$ cat config.mk
export PLATFORM = sky130hd
export DESIGN_NAME = coin_acceptor
export DESIGN_NICKNAME = d
export VERILOG_FILES = /design/src/rtl/vm_pkg.sv /design/src/rtl/coin_debounce.sv /design/src/rtl/coin_acceptor.sv
export SDC_FILE = /design/constraint.sdc
export NUM_CORES = 1
export LEC_CHECK = 0
export ABC_AREA = 0
export CAP_MARGIN = 20
export CELL_PAD_IN_SITES_DETAIL_PLACEMENT = 1
export CELL_PAD_IN_SITES_GLOBAL_PLACEMENT = 1
export CORE_MARGIN = 5
export CORE_UTILIZATION = 49
export CTS_CLUSTER_SIZE = 30
export DETAILED_ROUTE_END_ITERATION = 10
export PLACE_DENSITY = 0.82
export SLEW_MARGIN = 20
export SYNTH_ARGS = -nofsm -noshare
export SYNTH_HDL_FRONTEND = slang
export SYNTH_SLANG_ARGS = --single-unit
$ cat constraint.sdc
create_clock -name clk -period 4.64 [get_ports clk]
set_input_delay 1.16 -clock clk [delete_from_list [all_inputs] [get_ports clk]]
set_output_delay 1.16 -clock clk [all_outputs]
set_load 0.1 [all_outputs]
$ cat src/rtl/vm_pkg.sv
// Shared coin definitions for the vending front end.
// coin_code_t is the 2-bit code presented to the vending FSM.
package vm_pkg;

  typedef enum logic [1:0] {
    COIN_NONE = 2'b00,
    COIN_5    = 2'b01,
    COIN_10   = 2'b10
  } coin_code_t;

endpackage

$ cat src/rtl/coin_debounce.sv
// Per-channel sensor conditioning: two-flop synchroniser, debounce counter and
// a one-cycle pulse on each rising edge of the debounced level.
// Ports:
//   clk  - clock
//   rst  - asynchronous active-low reset
//   raw  - raw asynchronous sensor line
//   rise - high for one cycle after the debounced level goes 0 -> 1
module coin_debounce
  import vm_pkg::*;
#(
  parameter int DEBOUNCE_CYCLES = 4
) (
  input  logic clk,
  input  logic rst,
  input  logic raw,
  output logic rise
);

  localparam int CW = $clog2(DEBOUNCE_CYCLES + 1);

  logic          meta;
  logic          sync;
  logic          deb;
  logic          deb_q;
  logic [CW-1:0] cnt;

  always_ff @(posedge clk or negedge rst) begin
    if (!rst) begin
      meta  <= 1'b0;
      sync  <= 1'b0;
      deb   <= 1'b0;
      deb_q <= 1'b0;
      cnt   <= '0;
    end else begin
      meta  <= raw;
      sync  <= meta;
      deb_q <= deb;
      if (sync != deb) begin
        if (cnt == CW'(DEBOUNCE_CYCLES - 1)) begin
          deb <= sync;
          cnt <= '0;
        end else begin
          cnt <= cnt + 1'b1;
        end
      end else begin
        cnt <= '0;
      end
    end
  end

  assign rise = deb & ~deb_q;

endmodule

$ cat src/rtl/coin_acceptor.sv
// Coin acceptor: turns two bouncy coin sensors into clean one-cycle coin codes,
// queued in a small FIFO and released while the consumer is ready.
// Ports:
//   clk, rst              - clock, asynchronous active-low reset
//   coin5_raw, coin10_raw - raw sensor lines (5rs, 10rs)
//   accept_en             - consumer ready; coins issue only while high
//   coin_code             - registered code: 00 none, 01 5rs, 10 10rs
//   reject                - one-cycle pulse on simultaneous insertion
//   overflow              - sticky, coin arrived while FIFO full
//   fifo_level            - number of queued coins
module coin_acceptor
  import vm_pkg::*;
#(
  parameter int DEBOUNCE_CYCLES = 4,
  parameter int FIFO_DEPTH      = 4,
  parameter int GAP_CYCLES      = 0
) (
  input  logic                        clk,
  input  logic                        rst,
  input  logic                        coin5_raw,
  input  logic                        coin10_raw,
  input  logic                        accept_en,
  output logic [1:0]                  coin_code,
  output logic                        reject,
  output logic                        overflow,
  output logic [$clog2(FIFO_DEPTH):0] fifo_level
);

  localparam int AW = $clog2(FIFO_DEPTH);
  localparam int LW = AW + 1;
  localparam int GW = (GAP_CYCLES > 0) ? $clog2(GAP_CYCLES + 1) : 1;

  logic          rise5;
  logic          rise10;
  logic          push;
  logic          full;
  logic          pop;
  logic          wr_en;
  logic          mem [FIFO_DEPTH];
  logic [AW-1:0] wr_ptr;
  logic [AW-1:0] rd_ptr;
  logic [GW-1:0] gap;
  coin_code_t    code_q;

  coin_debounce #(.DEBOUNCE_CYCLES(DEBOUNCE_CYCLES)) u_deb5 (
    .clk  (clk),
    .rst  (rst),
    .raw  (coin5_raw),
    .rise (rise5)
  );

  coin_debounce #(.DEBOUNCE_CYCLES(DEBOUNCE_CYCLES)) u_deb10 (
    .clk  (clk),
    .rst  (rst),
    .raw  (coin10_raw),
    .rise (rise10)
  );

  // Exactly one channel rising is a valid coin; both at once is ambiguous.
  // The pushed bit is 1 for 10rs, 0 for 5rs.
  assign push  = rise5 ^ rise10;
  assign full  = (fifo_level == LW'(FIFO_DEPTH));
  // Pop decisions use the pre-edge level, so a coin written this edge cannot
  // be issued before the next one.
  assign pop   = accept_en && (fifo_level != '0) && (gap == '0);
  assign wr_en = push && !full;

  always_ff @(posedge clk) begin
    if (wr_en) begin
      mem[wr_ptr] <= rise10;
    end
  end

  always_ff @(posedge clk or negedge rst) begin
    if (!rst) begin
      wr_ptr     <= '0;
      rd_ptr     <= '0;
      fifo_level <= '0;
      gap        <= '0;
      code_q     <= COIN_NONE;
      reject     <= 1'b0;
      overflow   <= 1'b0;
    end else begin
      reject <= rise5 & rise10;
      if (push && full) begin
        overflow <= 1'b1;
      end
      if (wr_en) begin
        wr_ptr <= wr_ptr + 1'b1;
      end
      if (pop) begin
        rd_ptr <= rd_ptr + 1'b1;
        code_q <= mem[rd_ptr] ? COIN_10 : COIN_5;
        gap    <= GW'(GAP_CYCLES);
      end else begin
        code_q <= COIN_NONE;
        if (gap != '0) begin
          gap <= gap - 1'b1;
        end
      end
      case ({wr_en, pop})
        2'b10:   fifo_level <= fifo_level + 1'b1;
        2'b01:   fifo_level <= fifo_level - 1'b1;
        default: fifo_level <= fifo_level;
      endcase
    end
  end

  assign coin_code = code_q;

endmodule

# Word-level counts from Yosys, hierarchy flattened
# Memory sizes are Yosys's and may differ from the RTL's.
# Cells that the tools add are included.
# classes
n_addsub	7
multipliers	0
n_div	0
magnitude_cmp	0
eq_ne	7
shift	0
muxes	11
n_bitwise	7
reduce_logical	9
# ops
cell	count
$mux 3	4
$add 3x1->3 const B	3
$eq 3x2->1 const B	2
$pmux 3 s2	1
$add 2x1->2 const B	2
$logic_and 1x1->1	4
$mux 1	4
$mux 2	2
$reduce_and 2->1	2
$and 1x1->1	3
$eq 3x3->1 const B	1
$not 1->1	3
$reduce_bool 3->1	1
$sub 3x1->3 const B	1
$eq 2x1->1 const B	1
$eq 2x2->1 const B	1
$ne 1x1->1	2
$reduce_bool 2->1	1
$logic_not 1->1	1
$sub 1x1->1 const B	1
$xor 1x1->1	1
# totals
ff_bits	26
latchBits	0
ram_bits	4
rom_bits	0
input_bits	5
output_inout_bits	7
memories	1
# mem_list
memory	depth	width	rd	rd_ports_with_merged_regs	wr	line_no	text
mem	4	1	1	0	1	coin_acceptor.sv:39	logic mem [FIFO_DEPTH];

# Logic depth before layout (Yosys ltp)
# Gate-level depths: netlist (run 1).
# depth
word_depth	6
ltp_mapped	10
mapped_depth_nobuf	10

# Cells and area by module
# A second synthesis (run 1) with hierarchy kept.
# unflattened
hier_cells	80
area_unflattened_um2	1224.9
# modules_own_cells
mod	instances	cells_per_inst	area_per_inst_um2	seq_area_each_um2
coin_acceptor	1	50	719.4	395.4
coin_debounce	2	15	252.7	175.2

# Worst setup path before layout (run 1)
# No wires, ideal clock.
# synth_timing
kind	input-to-reg
startpoint	input port accept_en
endpoint	register fifo_level[2]
t_arrival_ns	2.237
required_ns	4.472
slack_ns	2.235
cell_stages	8
path_cell_list	o31ai_4 > inv_1 > ha_1 > inv_1 > fa_1 > xor2_1 > nor2_1 > xor2_1
# synth_between
elab_chain_cells	4
word_cells_on_any_way	6
classes_between	eq/ne: 2; mux: 1; reduce/logical: 3
# synth_rtl
element	line_no	text
start, declared	coin_acceptor.sv:22	input logic accept_en,
$logic_and 1x1->1 (*) (2 in a row)	coin_acceptor.sv:65	assign pop = accept_en && (fifo_level != '0) && (gap == '0);
net pop	coin_acceptor.sv:37	logic pop;
$eq 2x1->1 / $eq 2x2->1 (equally long branches)	coin_acceptor.sv:101	case ({wr_en, pop})
$pmux 3 s2 / $reduce_bool 2->1 (equally long branches)	-	
end signal, assigned	coin_acceptor.sv:102	2'b10: fifo_level <= fifo_level + 1'b1;
end signal, assigned	coin_acceptor.sv:103	2'b01: fifo_level <= fifo_level - 1'b1;
end signal, assigned	coin_acceptor.sv:104	default: fifo_level <= fifo_level;
end, declared	coin_acceptor.sv:26	output logic [$clog2(FIFO_DEPTH):0] fifo_level
# Mark *: on every way through the listed nets, which the timed path passes. The rest lies on a longest branch.
# A chain may end at the register's enable or synchronous reset.

# Worst setup path in the final report (run 1)
# layout_timing
startpoint	register fifo_level[2]
endpoint	output port fifo_level[2]
# No word-level cell between the ends.

==> flow_summary.yaml, run 1 <==
yosys:
  synth-edff-count: 4
  synth-simple-area-share_pct: 9.81
  muxShareOfSynthArea_pct: 5.85
  synth_top_family_by_area: "adder cells"
  netlist_area_mm2: 0.00120
  ys_ff_latch: 29
  ys_top_cells_by_area: "dfrtp_1 52%, edfxtp_1 10%, ha_1 8.4%"
  synth_top_cell_by_area: "dfrtp_1"
  synth.top_cell.area_share_pct: 52.2
  synthXorXnorAreaFrac_pct: 5.85
  synth_compound_area_share_pct: 4.07
  seq_area_frac_synth_pct: 62.2
  async_flop_share_pct: 86.2
  synthAdderAreaFrac_pct: 10.0
  synth-main-ff-cell: "dfrtp_1"
  synthCells: 80
  synth_fp_nets: 94
  synth_area_per_cell_um2: 15.0
  ys_top_cells_by_count: "25 x dfrtp_1, 8 x ha_1, 7 x inv_1"
  synth.most_common_cell: "dfrtp_1"
  yosys_warnings: 0
  ys_types: 22
grt:
  antenna_found_initial: 0
  grt_max_degree: 26
  overflow: 0
  grt_usage_pct: 13.7
  grt_pass1_vias: 747
  grt_pass1_wl_um: 3420
  grtUsageMet1_pct: 15.9
  grtUsageMet3_pct: 6.97
  grt-busiest-layer: "met2"
  groute.layer.met2.usage_pct: 21.5
place:
  place.detailed.hpwl_um: 1420
  io_buffers: 11
  dp_cells: 121
  finalWeightedCongestion: 0.666
worst_setup_path:
  crit_family: "buffers and inverters"
  cp_max_fo: 5
  critPathRequiredTime_ns: 3.48
  cp-start-kind: "flip-flop"
  slowest_stage: "clkdlybuf4s50_1"
  critical-path-max-stage-delay_ns: 1.21
  critical_path_class: "flip-flop to output pin"
  cp-end-kind: "output pin"
  crit_arrival_ns: 2.06
  cp_cell_sequence: "clkdlybuf4s50_1"
  crit_buf_inv: 1
die:
  core_area_mm2: 0.00241
  num_rows: 18
  die_area_mm2: 0.00354
  start_util_pct: 49.7
  die_x_um: 59.5
  dieHeight_um: 59.5
  ios: 12
cells_and_area:
  fin_nets: 112
  area_growth_pct: 16.5
  fin_cells: 128
  nFillCells: 238
  diodes: 0
  drive_gt1_share_pct: 19.4
sta:
  layout_min_cycle_time_ns: 3.22
  hold_slack_ns: 0.360
  tightest_slew_ns: 0.974
  slew_viol_final: 0
  period_share_pct: 69.4
  rsz0062_at_grt: "no"
  hold_violations: 0
  relSlewSlack_pct: 34.9
  fmax_mhz: 311
  clock_skew_ns: 0.00245
  setup_viol: 0
  setup_tns_ns: 0
routing:
  viasPerCell: 4.88
  vias: 625
  drc: 0
  wl_per_cell_um: 14.5
  firstDrtPassIters: 3
  drt_iter0_drc: 8
  wl_um: 1860
  antenna_left: 0
cts:
  clock_sinks: 29
  htreeDepth: 2
  cts_resized: 0
  postCtsSetupRepairBufs: 0
  path_clk_slew_ns: 0.08
  hold_buffers: 0
  cts-root-buf: "clkbuf_4"
  clock_latency_ns: 0.31
  cts_tree: "built"
  cts_buffer_depth: 2
  cts_buffers: 5
job:
  maxCapViolations: 0
status:
  outcome: "completed"
hold_path:
  hp-class: "flip-flop to flip-flop"
sequential cells by signal, summed over array words and instances, names as in the netlist:
register	cells
mem	4
fifo_level	3
u_deb10.cnt	3
u_deb5.cnt	3
coin_code	2
rd_ptr	2
wr_ptr	2
overflow	1
reject	1
u_deb10.deb	1
u_deb10.deb_q	1
u_deb10.meta	1
u_deb10.sync	1
u_deb5.deb	1
u_deb5.deb_q	1
u_deb5.meta	1
u_deb5.sync	1
final timing paths:
path | start | end | slack, ns | cells past startpoint
min in group asynchronous | rst | fifo_level[2] | 0.83 | 1
hold / removal | u_deb5.meta | u_deb5.sync | 0.36 | 0
hold reg to reg | u_deb5.meta | u_deb5.sync | 0.36 | 0
setup / recovery | fifo_level[2] | fifo_level[2] | 1.42 | 1
setup reg to reg | u_deb10.deb | fifo_level[2] | 2.18 | 10
max in group asynchronous | rst | u_deb5.sync | 3.45 | 1
layer usage:
| layer | share of wire (%) | wire (µm) |
|---|---|---|
| met5 | 0 | 0 |
| met4 | 1.6 | 29 |
| met3 | 5.7 | 107 |
| met2 | 49 | 918 |
| met1 | 43 | 807 |
through the flow:
step	setup slack [ns]	cell area, µm²	utilization (%)
finish	1.42	1400	57.9
global route	1.34	1400	57.9
CTS	1.38	1400	58.2
detailed placement	1.58	1350	55.9
global placement	1.73	1350	55.9
floorplan	2.23	1200	-
cell families after synthesis:
family | count (synthesis)
adder cells (fa/ha/maj) | 9
flip-flops | 29
buffers and inverters | 7
AO/OA/AOI/OAI | 3
multiplexers | 5
AND/OR/NAND/NOR | 19
XOR/XNOR | 8
area by class of cell:
cell class | count | area [µm²] | share of cell area, %
clock buffer | 7 | 55.1 | 3.94
inverter | 7 | 26.3 | 1.88
timing repair buffer | 11 | 105 | 7.53
multi-input combinational | 44 | 427 | 30.6
sequential | 29 | 746 | 53.4
tap | 30 | 37.5 | 2.69
cells in the final DEF, fill, tap and decap left out, types with 2 or more instances in the layout:
master           count
nor2_1               2
nor3b_1              3
xnor2_1              6
dfrtp_1             25
nor3_1               2
edfxtp_1             4
inv_1                7
ha_1                 8
clkdlybuf4s50_1     10
mux2_2               2
xor2_1               2
clkbuf_4             5
and2_2               4
nor2b_1              5
Power of run 1 is left out: the tool's default activity adds up to more than one toggle a clock period on the data nets, which glitch-free logic cannot reach.
==> run 2, diff against run 1 <==
CORE_UTILIZATION = 45   (was 49)
PLACE_DENSITY = 0.77   (was 0.82)
clock period = 3.3 ns   (was 4.64 ns; I/O delays follow)
==> flow_summary.yaml, run 2 (synthesis gave the netlist of run 1 again) <==
worst_setup_path:
  cp-end-kind: "flip-flop"
  r2r_slack_ns: 0.93
  critical_path_class: "flip-flop to flip-flop"
  crit_arrival_ns: 2.63
  rr_endpoint: "fifo_level[2]"
  reg2regPathDepth: 10
  cp_max_fo: 7
  r2r_start: "u_deb10.deb"
  cp-start-kind: "flip-flop"
  critPathRequiredTime_ns: 3.55
cells_and_area:
  fin_nets: 113
  nFillCells: 273
  drive_gt1_share_pct: 28.0
  largest_register_ffs: 4
  fin_area_mm2: 0.00141
  area_growth_pct: 17.3
  largest-register: "mem"
  diodes: 0
  layout_common_cells: "25 x dfrtp_1, 8 x ha_1, 8 x buf_4, 7 x inv_1, 6 x xnor2_1"
  final_common_cell: "dfrtp_1"
cts:
  htreeDepth: 2
  cts_tree: "built"
  cts_buffers: 5
  hold_buffers: 0
  cts-root-buf: "clkbuf_4"
  clock_sinks: 29
  path_clk_slew_ns: 0.09
  postCtsSetupRepairBufs: 0
  cts_resized: 0
  cts_buffer_depth: 2
  clock_latency_ns: 0.32
routing:
  wl_um: 1910
  drt_iter0_drc: 2
  viasPerCell: 4.88
  antenna_left: 0
  vias: 635
  drc: 0
  wl_per_cell_um: 14.7
  firstDrtPassIters: 2
hold_path:
  hp-class: "flip-flop to flip-flop"
  worst_hold_startpoint: "u_deb10.meta"
  min_delay_path_depth: 0
  min_to: "u_deb10.sync"
sta:
  setup_viol: 0
  clock_skew_ns: 0.00737
  relSlewSlack_pct: 79.0
  hold_violations: 0
  rsz0062_at_grt: "no"
  fmax_mhz: 421
  period_share_pct: 72.0
  setup_tns_ns: 0
  layout_min_cycle_time_ns: 2.37
  slew_viol_final: 0
  tightest_slew_ns: 0.314
place:
  io_buffers: 11
  finalWeightedCongestion: 0.769
  dpl_cell_area_mm2: 0.00134
  place.detailed.hpwl_um: 1500
die:
  die_area_mm2: 0.00380
  dieHeight_um: 61.6
  start_util_pct: 47.5
  die_x_um: 61.6
  core_area_mm2: 0.00252
  ios: 12
  num_rows: 18
grt:
  grt_usage_pct: 13.1
  grt_pass1_wl_um: 3330
  grt_pass1_vias: 704
  antenna_found_initial: 0
  overflow: 0
  grt_max_degree: 26
job:
  maxCapViolations: 0
status:
  outcome: "completed"
==> run 2: changes by cell type in the layout (fill, tap and decap cells not counted) <==
cell             delta
buf_2               -1
clkbuf_8            +1
clkdlybuf4s50_1     -6
clkinv_2            +1
clkbuf_1            -1
buf_4               +8
==> run 2: how the worst max path moves through the flow <==
stage / to / depth (start not counted) / start / slack, ns
floorplan: fifo_level[2] / 9 / fifo_level[0] / 0.92
global placement: fifo_level[2] / 9 / accept_en / 0.70
detailed placement: fifo_level[2] / 9 / accept_en / 0.61
CTS: fifo_level[2] / 10 / u_deb10.deb / 0.88
global route: fifo_level[2] / 10 / u_deb10.deb / 0.72
finish: fifo_level[2] / 10 / u_deb10.deb / 0.93
==> run 2: per-layer routing <==
layer | vias to the layer above | GRT usage, % | part of all wire (%)
met3 | 6 | 6.71 | 5.4
met4 | 0 | 7.27 | 2.8
met5 | - | 0 | 0
li1 | 304 | - | -
met1 | 312 | 14.4 | 40
met2 | 13 | 20.5 | 52
==> run 2: layout make-up <==
cell class | instances | area (µm²) | area share [%]
clock buffers | 7 | 65.1 | 4.63
repair buffers | 12 | 100 | 7.12
inverters | 7 | 26.3 | 1.87
clock inverters | 1 | 5.00 | 0.356
flip-flops and latches | 29 | 746 | 53.0
multi-input cells | 44 | 427 | 30.3
well taps | 30 | 37.5 | 2.67
==> run 2: critical path, stage by stage (launching register included) <==
cell	delay, ns
dfrtp_1	0.39
nor2b_1	0.31
ha_1	0.31
a21boi_4	0.18
inv_1	0.08
ha_1	0.18
inv_1	0.06
fa_1	0.37
xor2_1	0.15
nor2_1	0.12
xor2_1	0.15
==> run 2: metrics by stage <==
step	worst slack, ns	hold WS (ns)	instances	util [%]
global placement	0.699	0.332	122	53.0
finish	0.926	0.355	130	55.8
CTS	0.877	0.359	130	55.8
detailed placement	0.611	0.339	122	53.0
global route	0.716	0.362	130	55.8
floorplan	0.923	0.331	80	-
Power of run 2 is left out for the same reason.
==> run 3, diff against run 2 <==
CORE_UTILIZATION = 41   (was 45)
PLACE_DENSITY = 0.74   (was 0.77)
clock period = 2 ns   (was 3.3 ns; I/O delays follow)
==> flow_summary.yaml, run 3 (synthesis gave the netlist of run 1 again) <==
status:
  outcome: "completed"
place:
  dp_cells: 130
  finalWeightedCongestion: 0.691
  dpl_cell_area_mm2: 0.00148
  place.detailed.hpwl_um: 1520
  io_buffers: 11
sta:
  fmax_mhz: 513
  rsz0062_at_grt: "yes"
  period_share_pct: 97.5
  slew_viol_final: 0
  setup_tns_ns: 0
  hold_violations: 0
  tightest_slew_ns: 0.312
  setup_viol: 0
  layout_min_cycle_time_ns: 1.95
  relSlewSlack_pct: 79.2
  clock_skew_ns: 0.00868
cts:
  cts_tree: "built"
  hold_buffers: 0
  clock_sinks: 29
  cts-root-buf: "clkbuf_4"
  postCtsSetupRepairBufs: 0
  clock_latency_ns: 0.33
  path_clk_slew_ns: 0.10
  cts_buffer_depth: 2
  htreeDepth: 2
  cts_buffers: 5
routing:
  viasPerCell: 4.76
  wl_per_cell_um: 14.2
  firstDrtPassIters: 2
  wl_um: 1960
  vias: 657
  antenna_left: 0
  drc: 0
  drt_iter0_drc: 13
cells_and_area:
  final_common_cell: "dfrtp_1"
  fin_area_mm2: 0.00159
  nFillCells: 271
  fin_nets: 120
  area_growth_pct: 32.8
  fin_cells: 138
  layout_common_cells: "22 x dfrtp_1, 11 x buf_4, 6 x xnor2_1, 6 x ha_1"
  diodes: 0
  drive_gt1_share_pct: 42.1
  largest-register: "mem"
  largest_register_ffs: 4
worst_setup_path:
  slowest_stage: "dfrtp_1"
  cp_max_fo: 2
  critical_path_class: "flip-flop to flip-flop"
  critical-path-max-stage-delay_ns: 0.41
  critPathRequiredTime_ns: 2.25
  cp-start-kind: "flip-flop"
  reg2regPathDepth: 10
  cp_cell_sequence: "nor2b_4 -> ha_4 -> a21boi_4 -> inv_2 -> ha_4 -> inv_2 -> fa_2 -> xor2_1 -> nor2_1 -> xor2_1"
  crit_arrival_ns: 2.20
  cp-end-kind: "flip-flop"
die:
  dieHeight_um: 64.1
  die_area_mm2: 0.00410
  ios: 12
  num_rows: 19
  die_x_um: 64.1
  core_area_mm2: 0.00278
  start_util_pct: 43.1
grt:
  grt_usage_pct: 11.8
  grt_max_degree: 26
  grt_pass1_vias: 772
  overflow: 0
  grt_pass1_wl_um: 3620
  antenna_found_initial: 0
hold_path:
  hp-class: "flip-flop to flip-flop"
  min_delay_path_depth: 0
job:
  maxCapViolations: 0
[run 3: cell types whose count changed in the layout (fill, tap and decap cells not counted), sizes merged]
cell,before,now
buf,8,15
bufinv,0,1
clkbuf,7,6
[run 3: path summary, 6_finish.rpt]
check / from / endpoint / slack [ns]
setup / recovery: u_deb5.deb_q / fifo_level[2] / 0.05
hold / removal: u_deb10.meta / u_deb10.sync / 0.36
setup reg to reg: u_deb5.deb_q / fifo_level[2] / 0.05
hold reg to reg: u_deb10.meta / u_deb10.sync / 0.36
max in group asynchronous: rst / fifo_level[0] / 1.21
min in group asynchronous: rst / u_deb5.sync / 0.53
[run 3: critical path, delay by kind of cell, from the launching register on]
| kind | cells | cell delay (ns) |
|---|---|---|
| compound gates | 1 | 0.14 |
| xor+xnor | 2 | 0.29 |
| fa+ha+maj | 3 | 0.67 |
| buf+inv | 2 | 0.11 |
| flops | 1 | 0.41 |
| simple gates | 2 | 0.25 |
[run 3: layer usage]
layer  share of wire (%)  vias to the layer above  track usage, %
li1                    -                      315               -
met1                  41                      323            13.3
met2                  51                       12            18.5
met3                 4.7                        7            4.55
met4                 3.0                        0            7.79
met5                   0                        -               0
[run 3: final cells by class]
type	count	area (µm²)	share of cell area, %
Clock buffer	6	62.6	3.93
Clock inverter	2	35.0	2.20
Inverter	7	26.3	1.65
Multi-Input combinational cell	44	474	29.8
Sequential cell	29	752	47.2
Tap cell	31	38.8	2.44
Timing Repair Buffer	19	203	12.7
[run 3: per-stage QoR]
stage / util (%) / worst slack, ns / hold slack, ns
2_1_floorplan: - / -0.0219 / 0.204
3_3_place_gp: 53.4 / -0.178 / 0.335
3_5_place_dp: 53.4 / -0.246 / 0.338
4_1_cts: 57.2 / 0.0125 / 0.359
5_1_grt: 57.2 / -0.0812 / 0.390
6_report: 57.2 / 0.0507 / 0.356
[run 3: repair_timing]
| item | 4_1_cts | 5_1_grt |
|---|---|---|
| hold endpoints to repair | 0 | 0 |
| gates resized for setup | 2 | 1 |
| setup endpoints to repair | 1 | 1 |
| pin swaps | 1 | 0 |
Power of run 3 is left out for the same reason.
